## src/rtl/max_reduce_pkg.sv

```systemverilog
// Shared types for the streaming max/min reduction unit: FSM states and
// the encodings of the SIGNED / MODE_MIN configuration parameters.
package max_reduce_pkg;

  typedef enum logic [1:0] {
    EMPTY = 2'd0,
    ACCUM = 2'd1,
    DONE  = 2'd2
  } state_e;

  localparam bit CMP_UNSIGNED = 1'b0;
  localparam bit CMP_SIGNED   = 1'b1;

  localparam bit RED_MAX = 1'b0;
  localparam bit RED_MIN = 1'b1;

endpackage

```

## src/rtl/cmp_int_nbit.sv

```systemverilog
// Combinational a > b on WIDTH-bit integers. Signed operands have their MSB
// flipped, which maps two's complement order onto unsigned order.
module cmp_int_nbit
  import max_reduce_pkg::*;
#(
  parameter int WIDTH  = 8,
  parameter bit SIGNED = CMP_UNSIGNED
) (
  input  logic [WIDTH-1:0] a_i,
  input  logic [WIDTH-1:0] b_i,
  output logic             gt_o
);

  localparam logic [WIDTH-1:0] FLIP =
    (SIGNED == CMP_SIGNED) ? {1'b1, {(WIDTH-1){1'b0}}} : '0;

  logic [WIDTH-1:0] a_key;
  logic [WIDTH-1:0] b_key;

  assign a_key = a_i ^ FLIP;
  assign b_key = b_i ^ FLIP;
  assign gt_o  = a_key > b_key;

endmodule

```

## src/rtl/max_reduce_stream.sv

```systemverilog
// Framed streaming max/min reduction: one element per cycle in, one
// {extreme value, first index, overflow} result per frame out.
module max_reduce_stream
  import max_reduce_pkg::*;
#(
  parameter int WIDTH    = 8,
  parameter int IDX_W    = 8,
  parameter bit SIGNED   = CMP_UNSIGNED,
  parameter bit MODE_MIN = RED_MAX
) (
  input  logic             clk,
  input  logic             rst_n,
  input  logic             in_valid,
  output logic             in_ready,
  input  logic [WIDTH-1:0] in_data,
  input  logic             in_last,
  output logic             out_valid,
  input  logic             out_ready,
  output logic [WIDTH-1:0] out_val,
  output logic [IDX_W-1:0] out_idx,
  output logic             out_ovf
);

  // One extra counter bit so a frame of exactly 2^IDX_W elements stays exact.
  localparam logic [IDX_W:0] CNT_ONE = {{IDX_W{1'b0}}, 1'b1};

  state_e           state_q, state_d;
  logic [WIDTH-1:0] acc_val_q, acc_val_d;
  logic [IDX_W-1:0] acc_idx_q, acc_idx_d;
  logic [IDX_W:0]   cnt_q, cnt_d;
  logic             ovf_q, ovf_d;

  logic             beat;
  logic             better;
  logic             cnt_full;
  logic [WIDTH-1:0] cmp_a;
  logic [WIDTH-1:0] cmp_b;

  // Min mode asks "is the accumulator greater than the new element".
  assign cmp_a = (MODE_MIN == RED_MIN) ? acc_val_q : in_data;
  assign cmp_b = (MODE_MIN == RED_MIN) ? in_data   : acc_val_q;

  cmp_int_nbit #(
    .WIDTH (WIDTH),
    .SIGNED(SIGNED)
  ) u_cmp (
    .a_i (cmp_a),
    .b_i (cmp_b),
    .gt_o(better)
  );

  assign beat     = in_valid && in_ready;
  assign cnt_full = cnt_q[IDX_W];

  // NOTE: sequential state uses non-blocking assignments so every register
  // samples its pre-edge value regardless of block ordering.
  always_ff @(posedge clk or negedge rst_n) begin
    if (!rst_n) state_q <= EMPTY;
    else        state_q <= state_d;
  end

  // NOTE: every always_comb output is given a default first, so no path
  // through the case/if tree can leave it unassigned and infer a latch.
  always_comb begin
    state_d = state_q;
    unique case (state_q)
      EMPTY:   if (beat) state_d = in_last ? DONE : ACCUM;
      ACCUM:   if (beat && in_last) state_d = DONE;
      DONE:    if (out_ready) state_d = !beat ? EMPTY : (in_last ? DONE : ACCUM);
      default: state_d = EMPTY;
    endcase
  end

  always_comb begin
    in_ready  = (state_q != DONE) || out_ready;
    out_valid = (state_q == DONE);
  end

  // A beat outside ACCUM always opens a new frame (EMPTY, or DONE being drained).
  always_comb begin
    acc_val_d = acc_val_q;
    acc_idx_d = acc_idx_q;
    cnt_d     = cnt_q;
    ovf_d     = ovf_q;
    if (beat) begin
      if (state_q == ACCUM) begin
        if (better) begin
          acc_val_d = in_data;
          acc_idx_d = cnt_full ? '1 : cnt_q[IDX_W-1:0];
        end
        cnt_d = cnt_full ? cnt_q : cnt_q + CNT_ONE;
        ovf_d = ovf_q | cnt_full;
      end else begin
        acc_val_d = in_data;
        acc_idx_d = '0;
        cnt_d     = CNT_ONE;
        ovf_d     = 1'b0;
      end
    end
  end

  always_ff @(posedge clk or negedge rst_n) begin
    if (!rst_n) begin
      acc_val_q <= '0;
      acc_idx_q <= '0;
      cnt_q     <= '0;
      ovf_q     <= 1'b0;
    end else begin
      acc_val_q <= acc_val_d;
      acc_idx_q <= acc_idx_d;
      cnt_q     <= cnt_d;
      ovf_q     <= ovf_d;
    end
  end

  // The accumulator is frozen while DONE, so it doubles as the result register.
  assign out_val = acc_val_q;
  assign out_idx = acc_idx_q;
  assign out_ovf = ovf_q;

endmodule
```

## config.mk

```make
export PLATFORM = sky130hd
export DESIGN_NAME = max_reduce_stream
export DESIGN_NICKNAME = d
export VERILOG_FILES = /design/src/rtl/max_reduce_pkg.sv /design/src/rtl/cmp_int_nbit.sv /design/src/rtl/max_reduce_stream.sv
export SDC_FILE = /design/constraint.sdc
export NUM_CORES = 1
export LEC_CHECK = 0
export ABC_AREA = 0
export CAP_MARGIN = 10
export CORE_MARGIN = 1
export CORE_UTILIZATION = 30
export CTS_BUF_LIST = sky130_fd_sc_hd__clkbuf_8
export DETAILED_ROUTE_END_ITERATION = 8
export SETUP_SLACK_MARGIN = 0.05
export SYNTH_ARGS = -nofsm -noshare
export SYNTH_HDL_FRONTEND = slang
export SYNTH_SLANG_ARGS = --single-unit
```

## constraint.sdc

```tcl
create_clock -name clk -period 3.1 [get_ports clk]
set_clock_uncertainty 0.15 [all_clocks]
set_input_delay 0.62 -clock clk [delete_from_list [all_inputs] [get_ports clk]]
set_output_delay 0.62 -clock clk [all_outputs]
set_load 0.02 [all_outputs]
```

==> results.yml, run 1 <==
route:
  drt_iter0_drc: 51
  drc_errors: 0
  wl_per_cell_um: 12.7
  viasPerCell: 4.67
  vias: 1111
  drt.antenna.violating_nets: 0
  postRouteWirelength_um: 3030
  first_pass_iters: 4
clock_tree:
  post_cts_resize_count: 0
  clock-sinks: 28
  clk_path_buf_depth: 2
  clk_latency_ps: 270
  clk_pin_slew_ps: 90
  htreeDepth: 1
  hold_buffers: 0
  cts_inserted_buffers: 3
  post-cts-setup-buffers: 0
  cts-root-buf: "clkbuf_8"
  cts_tree: "yes"
yosys:
  syn-instance-count: 137
  synth.distinct_cells: 32
  syn_area_per_cell_um2: 10.7
  synthTopCellsByArea: "dfrtp_1 (48%), ha_1 (7.7%), o2bb2ai_1 (5.4%)"
  post-synth-top-count-cell: "dfrtp_1"
  ys_warn_count: 0
  synth_fa_ha_area_share_pct: 7.68
  synth_top_cell_by_area: "dfrtp_1"
  syn-num-nets: 159
  synthFlopType: "dfrtp_1"
  ys_async_sr_fraction_pct: 100
  synth_top_family_by_area: "compound AO/OA/AOI/OAI gates"
  synthMuxAreaShare_pct: 6.66
  netlist_area_um2: 1470
  synth_compound_area_share_pct: 16.3
  synth_xor_xnor_area_share_pct: 2.99
  synthTopCellsByCount: "dfrtp_1 (28), inv_1 (12), nor2_1 (12), o21ai_0 (10)"
  yosys.area_share.simple_pct: 14.2
  synth.top_cell.area_share_pct: 47.8
  ys_ff_latch: 28
  ys_seq_area_share_pct: 47.8
  synth_edf_count: 0
power_and_ir_drop:
  pwr_density_cell_nw_per_um2: 587
  ir_drop_v: 0.000197
  p_leak_nw: 0.823
min_path:
  hp-class: "reg2reg"
critical_path:
  timing.rr.end: "out_val[5]"
  reg2reg_depth: 7
  r2r_slack_ps: 770
  r2r-start: "out_val[5]"
  critPathKind: "in2out"
  cp-endpoint: "in_ready"
  cp-end-kind: "primary output"
  arrival_ps: 2020
  critPathLaunch: "out_ready"
  critPathLaunchType: "input port"
  path_max_fanout: 4
  crit_required_ps: 2330
layout:
  fin_cells: 238
  antennaDiodeCount: 0
  fin_nets: 195
  fillers: 451
  final_cell_area_um2: 1910
  drive_gt1_share_pct: 11.1
  syn_to_final_growth_pct: 29.9
placed_design:
  place_congestion: 0.714
  dp_hpwl_um: 2270
  dp.cells: 235
  placed_area_um2: 1860
  io_buffers: 31
global_routing:
  grt_pass1_vias: 1166
  track_usage_pct: 12.7
  antenna_found_initial: 0
  grt_pass1_wl_um: 5170
  grt-ovfl-total: 0
  grt_max_degree: 29
timing:
  fin_crit_ps: 2790
  setup_viol: 0
  final_hold_viol_count: 0
  fin_hold_ws_ps: 347
  tightest_slew_ps: 436
  tns_ps: 0
  max_freq_ghz: 0.359
  maxSlewViolCount: 0
  rsz0062_at_grt: "no"
  finalCritPeriodShare_pct: 89.9
  maxSlewHeadroom_pct: 71.0
floorplan:
  die_area_um2: 5170
  io_pins: 32
  chipWidth_um: 71.9
  die_h_um: 71.9
  initial_core_util_pct: 31.0
  core-area_um2: 4720
  rows: 25
status:
  status: "complete, no violations"
flow_run:
  cap_viol_max_count: 0
## flip-flops by register name, indices dropped and copies added, names as in the netlist
name and cells:
out_idx 8, out_val 8, cnt_q 9, out_ovf 1, state_q 2
## area by class of cell
cell class | count | area, um^2 | area share (%)
Clock buffer | 3 | 41.3 | 2.17
Inverter | 12 | 45.0 | 2.36
Multi-Input combinational cell | 94 | 702 | 36.8
Sequential cell | 28 | 701 | 36.8
Tap cell | 67 | 83.8 | 4.40
Timing Repair Buffer | 34 | 333 | 17.5
## routing by layer
metal  track usage, %  vias to the layer above  part of all wire [%]
met3             2.36                        0                   4.3
met2             23.8                       32                    50
li1                 -                      549                     -
met1             14.9                      530                    46
met5                0                        -                     0
met4             2.83                        0                     0
## layout by cell type, fill, tap and decap left out, types with 2 or more instances in the layout
master            n
a21oi_1           8
and3_1            2
and4_1            2
buf_4             3
clkbuf_8          3
clkdlybuf4s50_1  31
dfrtp_1          28
ha_1              9
inv_1            12
mux2_2            6
mux2_4            2
nand2_1           7
nand3_1           3
nor2_1           12
nor2b_1           4
nor3_1            2
o21ai_0          10
o2bb2ai_1         9
xnor2_1           3
xor2_1            2
## power breakdown
group	leakage [nW]	internal (W)	switching, W
Clock	0.0216	0.0000871	0.000107
Combinational	0.437	0.000230	0.000227
Sequential	0.364	0.000420	0.0000470
## metrics by stage
step / setup WS (ps) / power (W) / util, %
finish: 312 / 0.00112 / 40.3
global route: 205 / 0.00121 / 40.3
CTS: 300 / 0.00114 / 40.3
detailed placement: 94.3 / 0.000940 / 39.5
global placement: 127 / 0.000924 / 39.5
floorplan: 637 / 0.000757 / -
## how the worst min path moves through the flow
| stage | start | end | slack, ps | cells after the start |
|---|---|---|---|---|
| floorplan | rst_n | cnt_q[0] | 170 | 0 |
| global placement | out_idx[4] | out_idx[4] | 330 | 1 |
| detailed placement | out_idx[2] | out_idx[2] | 330 | 1 |
| CTS | out_idx[2] | out_idx[2] | 350 | 1 |
| global route | out_idx[4] | out_idx[4] | 370 | 1 |
| finish | out_idx[2] | out_idx[2] | 350 | 1 |
## critical path, stage by stage
cell             delay [ps]
clkdlybuf4s50_1         440
or3b_4                  410
clkdlybuf4s50_1         550
## cells by family (layout without fill, tap and decap cells)
kind of cell	after synthesis	in the layout
AO/OA/AOI/OAI	33	33
AND/OR/NAND/NOR	39	39
multiplexers	8	8
adder cells (fa/ha/maj)	9	9
buffers and inverters	15	49
flip-flops	28	28
XOR/XNOR	5	5
Note: power is estimated with default switching activity, not from simulation.
==> run 2: changes to the inputs <==
==> constraint.sdc (replaced) <==
create_clock -name clk -period 2.4 [get_ports clk]
set_clock_uncertainty 0.15 [all_clocks]
set_input_delay 0.48 -clock clk [delete_from_list [all_inputs] [get_ports clk]]
set_output_delay 0.48 -clock clk [all_outputs]
set_load 0.02 [all_outputs]
==> run 2 against run 1 <==
Sequential power increased by 30%. Register-to-register slack got worse by 670 ps. Final cell count increased by 6.3%. Count of clock-buffer cells in the layout unchanged. Critical endpoint is now out_val[5]. Cell area increased by 15%. Global-route usage increased by 2.7 points. Largest power group is now combinational cells. Via count increased by 9.5%. Combinational power increased by 96%. Critical path type is now reg2reg. Clock power increased by 93%. Die area unchanged.
==> results.yml, run 2 (synthesized netlist as in run 1, its figures left out) <==
route:
  drc_errors: 0
  first_pass_iters: 4
  postRouteWirelength_um: 3590
  wl_per_cell_um: 14.2
  drt_iter0_drc: 53
  viasPerCell: 4.81
  drt.antenna.violating_nets: 0
  vias: 1217
floorplan:
  die_area_um2: 5170
  die_h_um: 71.9
  core-area_um2: 4720
  rows: 25
  io_pins: 32
  initial_core_util_pct: 31.0
  chipWidth_um: 71.9
clock_tree:
  htreeDepth: 1
  cts_inserted_buffers: 3
  clk_pin_slew_ps: 100
  clk_path_buf_depth: 2
  clock-sinks: 28
  cts_tree: "yes"
  hold_buffers: 0
  cts-root-buf: "clkbuf_8"
  clk_latency_ps: 270
layout:
  syn_to_final_growth_pct: 49.9
  top_register: "cnt_q"
  largest_reg_flops: 9
  layout_common_cells: "dfrtp_1 (28), clkdlybuf4s50_1 (21), buf_4 (12)"
  fin_util_pct: 46.5
  multi_input_area_um2: 807
  fillers: 444
  seq_area_um2: 701
  antennaDiodeCount: 0
  final_common_cell: "dfrtp_1"
  fin_nets: 209
  drive_gt1_share_pct: 24.7
global_routing:
  grt-ovfl-total: 0
  track_usage_pct: 15.3
  antenna_found_initial: 0
  grt_pass1_vias: 1365
  grt_max_degree: 29
  grt_pass1_wl_um: 6190
timing:
  tightest_slew_ps: 418
  setup_viol: 0
  finalCritPeriodShare_pct: 95.9
  fin_hold_ws_ps: 352
  maxSlewViolCount: 0
  fin_crit_ps: 2300
  final_hold_viol_count: 0
  rsz0062_at_grt: "yes"
  max_freq_ghz: 0.434
  maxSlewHeadroom_pct: 72.1
min_path:
  hp-class: "reg2reg"
critical_path:
  critPathLaunch: "out_val[4]"
  path_delay_family: "compound AO/OA/AOI/OAI gates"
  r2r_slack_ps: 100
  cp_slowest_cell: "dfrtp_1"
  arrival_ps: 2320
  path_depth: 8
  critPathLaunchType: "flop"
  critPathMaxStageDelay_ps: 420
  r2r-start: "out_val[4]"
  reg2reg_depth: 8
  critPathKind: "reg2reg"
  path_max_fanout: 4
  crit_buf_inv: 3
  timing.rr.end: "out_val[5]"
  crit_chain: "inv_1 -> ha_2 -> and4_4 -> o311a_4 -> a21oi_4 -> buf_6 -> buf_16 -> mux2_2"
  cp-end-kind: "flop"
  crit_required_ps: 2420
  cp-endpoint: "out_val[5]"
placed_design:
  io_buffers: 31
  place_congestion: 0.766
  dp_hpwl_um: 2490
power_and_ir_drop:
  ir_drop_v: 0.000339
  pwr_density_cell_nw_per_um2: 855
  p_leak_nw: 0.986
status:
  status: "complete, no violations"
flow_run:
  cap_viol_max_count: 0
-- run 2: cell count changes in the layout (fill, tap and decap cells not counted), moves of 2 or more --
cell,change
buf_12,+2
buf_4,+9
buf_6,+2
clkdlybuf4s50_1,-10
dlygate4sd2_1,+6
dlymetal6s2s_1,+3
ha_1,-5
ha_4,+4
mux2_2,-5
mux2_4,+5
-- run 2: area by class of cell --
cell class                      instances  area share, %
Timing Repair Buffer                   48           22.3
Inverter                               12           2.05
Sequential cell                        28           31.9
Clock inverter                          1           1.37
Multi-Input combinational cell         94           36.7
Tap cell                               67           3.81
Clock buffer                            3           1.88
-- run 2: how the worst min path moves through the flow --
| stage | end | start | slack [ps] | depth (start not counted) |
|---|---|---|---|---|
| 3_3_place_gp | out_idx[7] | out_idx[7] | 330 | 1 |
| 5_1_grt | out_val[2] | in_data[2] | 370 | 2 |
| 2_1_floorplan | cnt_q[0] | rst_n | 30 | 0 |
| 4_1_cts | out_idx[0] | out_idx[0] | 360 | 1 |
| 3_5_place_dp | out_idx[0] | out_idx[0] | 330 | 1 |
| 6_report | out_idx[4] | out_idx[4] | 350 | 1 |
-- run 2: routing by layer --
layer	up-vias	GRT usage [%]	share of wire (%)	routed length (um)
met4	0	3.49	0.59	21
li1	585	-	-	-
met2	30	29.7	54	1930
met5	-	0	0	0
met3	2	2.22	3.7	131
met1	600	17.7	42	1510
-- run 2: per-stage QoR --
stage          power (W)  std cells  TNS [ps]  worst slack (ps)  instance area, um^2
2_1_floorplan   0.000978        137         0              58.1                 1470
3_3_place_gp     0.00125        241     -4040              -355                 1930
3_5_place_dp     0.00128        241     -4720              -407                 1930
4_1_cts          0.00178        250         0              26.3                 2100
5_1_grt          0.00200        253         0              45.7                 2200
6_report         0.00188        253         0              97.6                 2200
-- run 2: report_power, final --
part           total (W)  internal, W  leakage [nW]  switching, W
Sequential      0.000608     0.000543         0.364     0.0000645
Clock           0.000375     0.000223        0.0357      0.000152
Combinational   0.000897     0.000510         0.585      0.000388
Total            0.00188      0.00128         0.986      0.000604
-- run 2: timing repair --
item	4_1_cts	5_1_grt
pin swaps	12	11
setup endpoints to repair	12	11
gates cloned	1	0
buffers inserted	4	3
resized for setup	13	19
==> run 3: changes to the inputs <==
--- a/config.mk
+++ b/config.mk
@@ -11,6 +11,7 @@
 export CORE_UTILIZATION = 30
 export CTS_BUF_LIST = sky130_fd_sc_hd__clkbuf_8
 export DETAILED_ROUTE_END_ITERATION = 8
+export HOLD_SLACK_MARGIN = 0.15
 export SETUP_SLACK_MARGIN = 0.05
 export SYNTH_ARGS = -nofsm -noshare
 export SYNTH_HDL_FRONTEND = slang
==> results of run 3 <==
Same layout as run 2: the final DEF is identical, and so are final timing and power.
